$ cat src/rtl/dac_sample_pwm.sv
// Sample FIFO feeding a 512-slot PWM audio DAC.
// PCM samples are buffered, popped once per frame, converted to offset-binary duty and compared against phase.
module dac_sample_pwm #(
  parameter int         DEPTH    = 16,
  parameter logic [8:0] MID_DUTY = 9'd256
) (
  input  logic                     clk,
  input  logic                     rst_n,
  input  logic [15:0]              wr_data,
  input  logic                     wr_en,
  output logic                     full,
  output logic [$clog2(DEPTH):0]   level,
  input  logic                     dac_clk,
  input  logic                     next_sample,
  input  logic [8:0]               phase,
  input  logic                     mute,
  input  logic                     underrun_clr,
  output logic                     underrun,
  output logic                     pwm_out
);

  localparam int AW = $clog2(DEPTH);
  localparam int LW = AW + 1;

  logic [1:0]    rstSync_q;
  logic          opReady;
  logic [15:0]   mem_q [DEPTH];
  logic [AW-1:0] wrPtr_q, wrPtr_d;
  logic [AW-1:0] rdPtr_q, rdPtr_d;
  logic [LW-1:0] level_q, level_d;
  logic          full_q, full_d;
  logic [8:0]    duty_q, duty_d;
  logic          pwm_q, pwm_d;
  logic          underrun_q, underrun_d;
  logic          levelZero;
  logic          wrAcc;
  logic          popAcc;
  logic [8:0]    popConv;

  // Reset asserts immediately but releases only after two clean clock edges.
  always_ff @(posedge clk or negedge rst_n) begin
    if (!rst_n) begin
      rstSync_q <= 2'b00;
    end else begin
      rstSync_q <= {rstSync_q[0], 1'b1};
    end
  end

  assign opReady   = rstSync_q[1];
  assign levelZero = (level_q == '0);
  assign popAcc    = opReady && next_sample && !levelZero;
  // A pop frees a slot in the same cycle, so a write is accepted even while full.
  assign wrAcc     = opReady && wr_en && (!full_q || popAcc);
  assign popConv   = {~mem_q[rdPtr_q][15], mem_q[rdPtr_q][14:7]};

  always_ff @(posedge clk) begin
    if (wrAcc) begin
      mem_q[wrPtr_q] <= wr_data;
    end
  end

  always_comb begin
    wrPtr_d    = wrPtr_q;
    rdPtr_d    = rdPtr_q;
    level_d    = level_q;
    duty_d     = duty_q;
    pwm_d      = pwm_q;
    underrun_d = underrun_q;

    if (wrAcc) begin
      wrPtr_d = wrPtr_q + AW'(1);
    end
    if (popAcc) begin
      rdPtr_d = rdPtr_q + AW'(1);
    end
    case ({wrAcc, popAcc})
      2'b10:   level_d = level_q + LW'(1);
      2'b01:   level_d = level_q - LW'(1);
      default: level_d = level_q;
    endcase

    if (opReady && dac_clk) begin
      pwm_d = (phase < duty_q);
    end

    if (opReady && next_sample) begin
      if (mute || levelZero) begin
        duty_d = MID_DUTY;
      end else begin
        duty_d = popConv;
      end
    end

    if (opReady && next_sample && levelZero) begin
      underrun_d = 1'b1;
    end else if (opReady && underrun_clr) begin
      underrun_d = 1'b0;
    end
  end

  assign full_d = (level_d == LW'(DEPTH));

  always_ff @(posedge clk or negedge rst_n) begin
    if (!rst_n) begin
      wrPtr_q    <= '0;
      rdPtr_q    <= '0;
      level_q    <= '0;
      full_q     <= 1'b0;
      duty_q     <= MID_DUTY;
      pwm_q      <= 1'b0;
      underrun_q <= 1'b0;
    end else begin
      wrPtr_q    <= wrPtr_d;
      rdPtr_q    <= rdPtr_d;
      level_q    <= level_d;
      full_q     <= full_d;
      duty_q     <= duty_d;
      pwm_q      <= pwm_d;
      underrun_q <= underrun_d;
    end
  end

  assign full     = full_q;
  assign level    = level_q;
  assign underrun = underrun_q;
  assign pwm_out  = pwm_q;

endmodule

$ cat config.mk
export PLATFORM = sky130hd
export DESIGN_NAME = dac_sample_pwm
export DESIGN_NICKNAME = d
export VERILOG_FILES = /design/src/rtl/dac_sample_pwm.sv
export SDC_FILE = /design/constraint.sdc
export NUM_CORES = 1
export LEC_CHECK = 0
export CORE_AREA = 2 2 128 130
export CTS_CLUSTER_SIZE = 30
export DETAILED_ROUTE_END_ITERATION = 8
export DIE_AREA = 0 0 130 132
export PLACE_DENSITY = 0.61
export SYNTH_ARGS = -nofsm -noshare
export SYNTH_HDL_FRONTEND = slang
export SYNTH_SLANG_ARGS = --single-unit
export TNS_END_PERCENT = 1
$ cat constraint.sdc
create_clock -name clk -period 3.6 [get_ports clk]
set_input_delay 1.08 -clock clk [delete_from_list [all_inputs] [get_ports clk]]
set_output_delay 1.08 -clock clk [all_outputs]
set_load 0.02 [all_outputs]
; ---- After elaboration in Yosys (flattened, before gate mapping)
; Memory sizes are Yosys's and may differ from the RTL's.
; Index checks and enable logic that the tools add are counted.
[word_totals]
ff_bits = 27
latch_bits = 0
mem_bits_rw = 256
rom_bits = 0
in_bits = 32
output_inout_bits = 8
wordCells = 37
memories = 1
[classes]
addsub = 4
mul = 0
n_div = 0
order_cmp = 1
eq_ne = 3
shift = 0
n_mux = 6
bitwise_logic = 1
reduce_logical = 13
[mem_list]
columns = name, depth, width, rd, rd_ports_with_merged_regs, write_ports, line
row1 = mem_q, 16, 16, 1, 0, 1, 27  ; logic [15:0] mem_q [DEPTH];
[op_table]
columns = operator, n
row1 = one-hot mux 5 bit (2 select lines), 1
row2 = < comparator 9 bit, 1
row3 = two-way mux 9 bit, 1
row4 = "adder 4 x 1 -> 4 bit, second input constant", 2
row5 = logical AND 1 bit, 7
row6 = "adder 5 x 1 -> 5 bit, second input constant", 1
row7 = "equality test 5 bit, second input constant", 1
row8 = logical NOT 5 bit, 1
row9 = "subtractor 5 x 1 -> 5 bit, second input constant", 1
row10 = two-way mux 1 bit, 4
row11 = "equality test 2 x 1 -> 1 bit, second input constant", 1
row12 = "equality test 2 bit, second input constant", 1
row13 = logical NOT 1 bit, 2
row14 = logical OR 1 bit, 2
row15 = nonzero test 2 bit, 1
row16 = inverter 1 bit, 1

; ---- Longest topological paths before layout
[depth]
depth_word = 8
ltp_mapped = 13
depth_no_buf = 12

; ---- Least setup slack after synthesis
; No wires, ideal clock.
[synth_path]
kind = input to register
startpoint = in next_sample
endpoint = reg full_q (netlist: full)
setup_ps = 120
arrival_ps = 3071
t_required_ps = 3480
path_slack_ps = 409
cell_stages = 12
path_buffers = 0
path_cell_list = nand2_2 a21o_4 a21oi_4 inv_1 ha_1 xor2_1 ha_1 a21oi_1 mux2i_1 xnor2_1 nor3_1 and3b_1
[synth_between]
elab_chain_len = 7
elab_cells_between_ends = 8
cone_classes = eq/ne (3) / mux (1) / reduce/logical (4)
[synth_rtl]
columns = element, line
row1 = start: declaration, 14  ; input logic next_sample,
row2 = logical AND 1 bit (*) (2 in a row), 51  ; assign popAcc = opReady && next_sample && !levelZero;
row3 = logical OR 1 bit, 53  ; assign wrAcc = opReady && wr_en && (!full_q || popAcc);
row4 = logical AND 1 bit, 53
row5 = equality test 2 x 1 -> 1 bit or equality test 2 bit (tied branches), 76  ; case ({wrAcc, popAcc})
row6 = one-hot mux 5 bit (2 select lines) (*), 76
row7 = via level_d[2], 30  ; logic [LW-1:0] level_q, level_d;
row8 = equality test 5 bit (*), 101  ; assign full_d = (level_d == LW'(DEPTH));
row9 = via full_d, 31  ; logic full_q, full_d;
row10 = end signal: assignment, 116  ; full_q <= full_d;
row11 = end: declaration, 31
; Mark *: on every way through the listed nets, which the timed path passes. The rest lies on a longest branch.
; A chain may end at the register's enable or synchronous reset.

; ---- Final worst setup path
; Same ends and word-level chain as after synthesis.

==> impl_metrics.tcl <==
set metrics [dict create \
    outcome "complete, no violations" \
    drv_slew 0 \
    vias_per_cell 5.39 \
    critPathRequiredTime_ns 3.96 \
    power.switching_w 0.00179 \
    async_reset_ff_share_pct 15.8 \
    cp-start-kind "input port" \
    ys_types 46 \
    layout_common_cells "edfxtp_1, clkdlybuf4s50_1, mux4_2, buf_4, dfrtp_1" \
    fp.dieArea_um2 17200 \
    ys_seq_area_share_pct 71.3 \
    fp.dieH_um 132 \
    cts-root-buf "clkbuf_16" \
    final_util_pct 52.9 \
    share_comb_of_total_power_pct 26.5 \
    syn_inst 372 \
    cts_tree "done" \
    final-setup-viol-count 0 \
    synth_ff_type "edfxtp_1" \
    cts_buffer_depth 2 \
    track_usage_pct 17.1 \
    die_x_um 130 \
    swShare_pct 30.1 \
    cts_resized 0 \
    pwr-share-seq_pct 43.6 \
    crit_fanout 3 \
    diodes 0 \
    portBuffers 32 \
    critPathCaptureType "register" \
    first_iter_violations 233 \
    antenna_found_initial 0 \
    rows 46 \
    powerDensity_nw_per_um2 717 \
    fin_cells 665 \
    grt_pass1_wl_um 20900 \
    tightest_slew_ns 0.767 \
    routed_wl_um 13700 \
    cts_sinks 171 \
    nFillCells 1267 \
    grt-ovfl-total 0 \
    criticalPathCategory "in2reg" \
    cts_max_level 4 \
    dp.cells 633 \
    power_w 0.00596 \
    postCtsHoldBufs 0 \
    hold_viol_final 0 \
    drive_gt1_share_pct 23.2 \
    syn_area_um2 7010 \
    wl_per_cell_um 20.7 \
    rsz0062_at_grt "false" \
    drc 0 \
    power_leakage_nw 2.88 \
    hp-class "reg2reg" \
    relSlewSlack_pct 48.9 \
    fin_nets 484 \
    pwr-share-clk_pct 29.9 \
    timing.hold.ws_ns 0.350 \
    syn_to_final_growth_pct 18.6 \
    vdd_drop_max_mv 0.337 \
    synth_edf_count 144 \
    post_cts_buffers 0 \
    vias 3587 \
    drtAntennaViolNets 0 \
    io_pins 40 \
    clkTransAtPathRegs_ns 0.07 \
    layout_commonest_cell "edfxtp_1" \
    synth_nets 420 \
    numCtsBuffers 17 \
    grt_pass1_vias 3688 \
    period_share_pct 88.9 \
    fin_skew_ns 0.00730 \
    maxCapViolCount 0 \
    period_minus_slack_ns 3.20 \
    synth-seq-cells 171 \
    drt_first_pass_iters 4 \
    ys_warn_count 0 \
    hpwlAfterDp_um 8810 \
    synth.avg_cell_area_um2 18.8 \
    p_int_w 0.00417 \
    clk_latency_ns 0.42 \
    grt_max_degree 31 \
    fp.coreArea_um2 15700 \
    arrival_ns 3.56 \
    rrSetupSlack_ns 0.90 \
    gp_congestion 0.786 \
    start_util_pct 44.6 \
    fmax_mhz 312 \
]
-- flip-flops by register name, indices dropped and copies added (netlist names) --
signal     cells
full           1
pwm_out        1
underrun       1
duty_q         9
rstSync_q      2
rdPtr_q        4
wrPtr_q        4
level          5
mem_q        144
-- path summary, 6_finish.rpt --
kind / end / start / cells after the start
min in group asynchronous: level[3]$_DFF_PN0_ / rst_n / 1
max: full$_DFF_PN0_ / next_sample / 13
max in group asynchronous: duty_q[8]$_DFFE_PN1P_ / rst_n / 2
max reg2reg: full$_DFF_PN0_ / level[1]$_DFF_PN0_ / 12
min reg2reg: rstSync_q[1]$_DFF_PN0_ / rstSync_q[0]$_DFF_PN0_ / 0
min: rstSync_q[1]$_DFF_PN0_ / rstSync_q[0]$_DFF_PN0_ / 0
-- through the flow --
step / area, um^2 / setup slack [ns] / TNS [ns]
2_1_floorplan: 7010 / 0.409 / 0
3_3_place_gp: 7730 / -0.00207 / -0.00207
3_5_place_dp: 7730 / -0.0271 / -0.0271
4_1_cts: 8310 / 0.408 / 0
5_1_grt: 8310 / 0.186 / 0
6_report: 8310 / 0.398 / 0
-- final cells by class --
class	count	area (um^2)	area share [%]
Clock buffer	17	425	5.12
Clock inverter	15	158	1.90
Inverter	13	48.8	0.587
Multi-Input combinational cell	173	1880	22.6
Sequential cell	171	5000	60.2
Tap cell	216	270	3.25
Timing Repair Buffer	60	531	6.38
-- power groups by stage --
stage               logic, W  registers, W  clock network, W
floorplan            0.00119       0.00255                 0
global placement     0.00158       0.00264                 0
detailed placement   0.00160       0.00265                 0
CTS                  0.00160       0.00261           0.00182
global route         0.00173       0.00263           0.00189
finish               0.00158       0.00260           0.00178
-- synthesized netlist by cell type (2+ instances only) --
cell type	number	area, um^2
edfxtp_1	144	4320
mux4_2	28	631
dfrtp_1	26	651
nor2_1	17	63.8
ha_1	16	200
nand2_1	15	56.3
inv_1	13	48.8
mux2i_1	10	100
buf_2	9	45.0
mux2_2	9	101
xnor2_1	9	78.8
mux4_1	8	210
a22oi_1	7	52.6
nor3_1	7	35.0
o21ai_1	7	35.0
nand4_1	4	25.0
a21o_1	3	22.5
a21oi_1	3	15.0
nand2b_1	3	18.8
a211oi_1	2	15.0
a31oi_1	2	12.5
and3b_1	2	17.5
buf_1	2	7.51
buf_4	2	15.0
o21ai_0	2	10.0
xor2_1	2	17.5
-- kinds of logic (layout without fill, tap and decap cells) --
| group | Yosys count | after routing | synth area share (%) |
|---|---|---|---|
| and+or+nand+nor | 55 | 55 | 3.82 |
| xor gates and xnor gates | 11 | 11 | 1.37 |
| adders and majority gates | 16 | 16 | 2.86 |
| AOI/OAI and AO/OA | 34 | 34 | 3.62 |
| buffers and inverters | 28 | 105 | 1.87 |
| other | 1 | 1 | 0.0535 |
| muxes | 56 | 56 | 15.1 |
| DFF | 171 | 171 | 71.3 |
-- critical path: stages --
cell and delay, ns:
clkdlybuf4s50_1 0.50, nand2_2 0.07, a21o_4 0.20, a21oi_4 0.14, inv_1 0.07, ha_1 0.22
xor2_1 0.15, ha_1 0.22, a21oi_1 0.16, mux2i_1 0.23, xnor2_1 0.10, nor3_1 0.25
and3b_1 0.18
-- layer usage --
layer / global-route usage (%) / up-vias / wire length (um)
met1: 22.7 / 1877 / 6050
met3: 3.57 / 22 / 548
met5: 0 / - / 0
met4: 6.27 / 0 / 278
li1: - / 1609 / -
met2: 28.1 / 79 / 6870
Note: power is estimated with default switching activity, not from simulation.
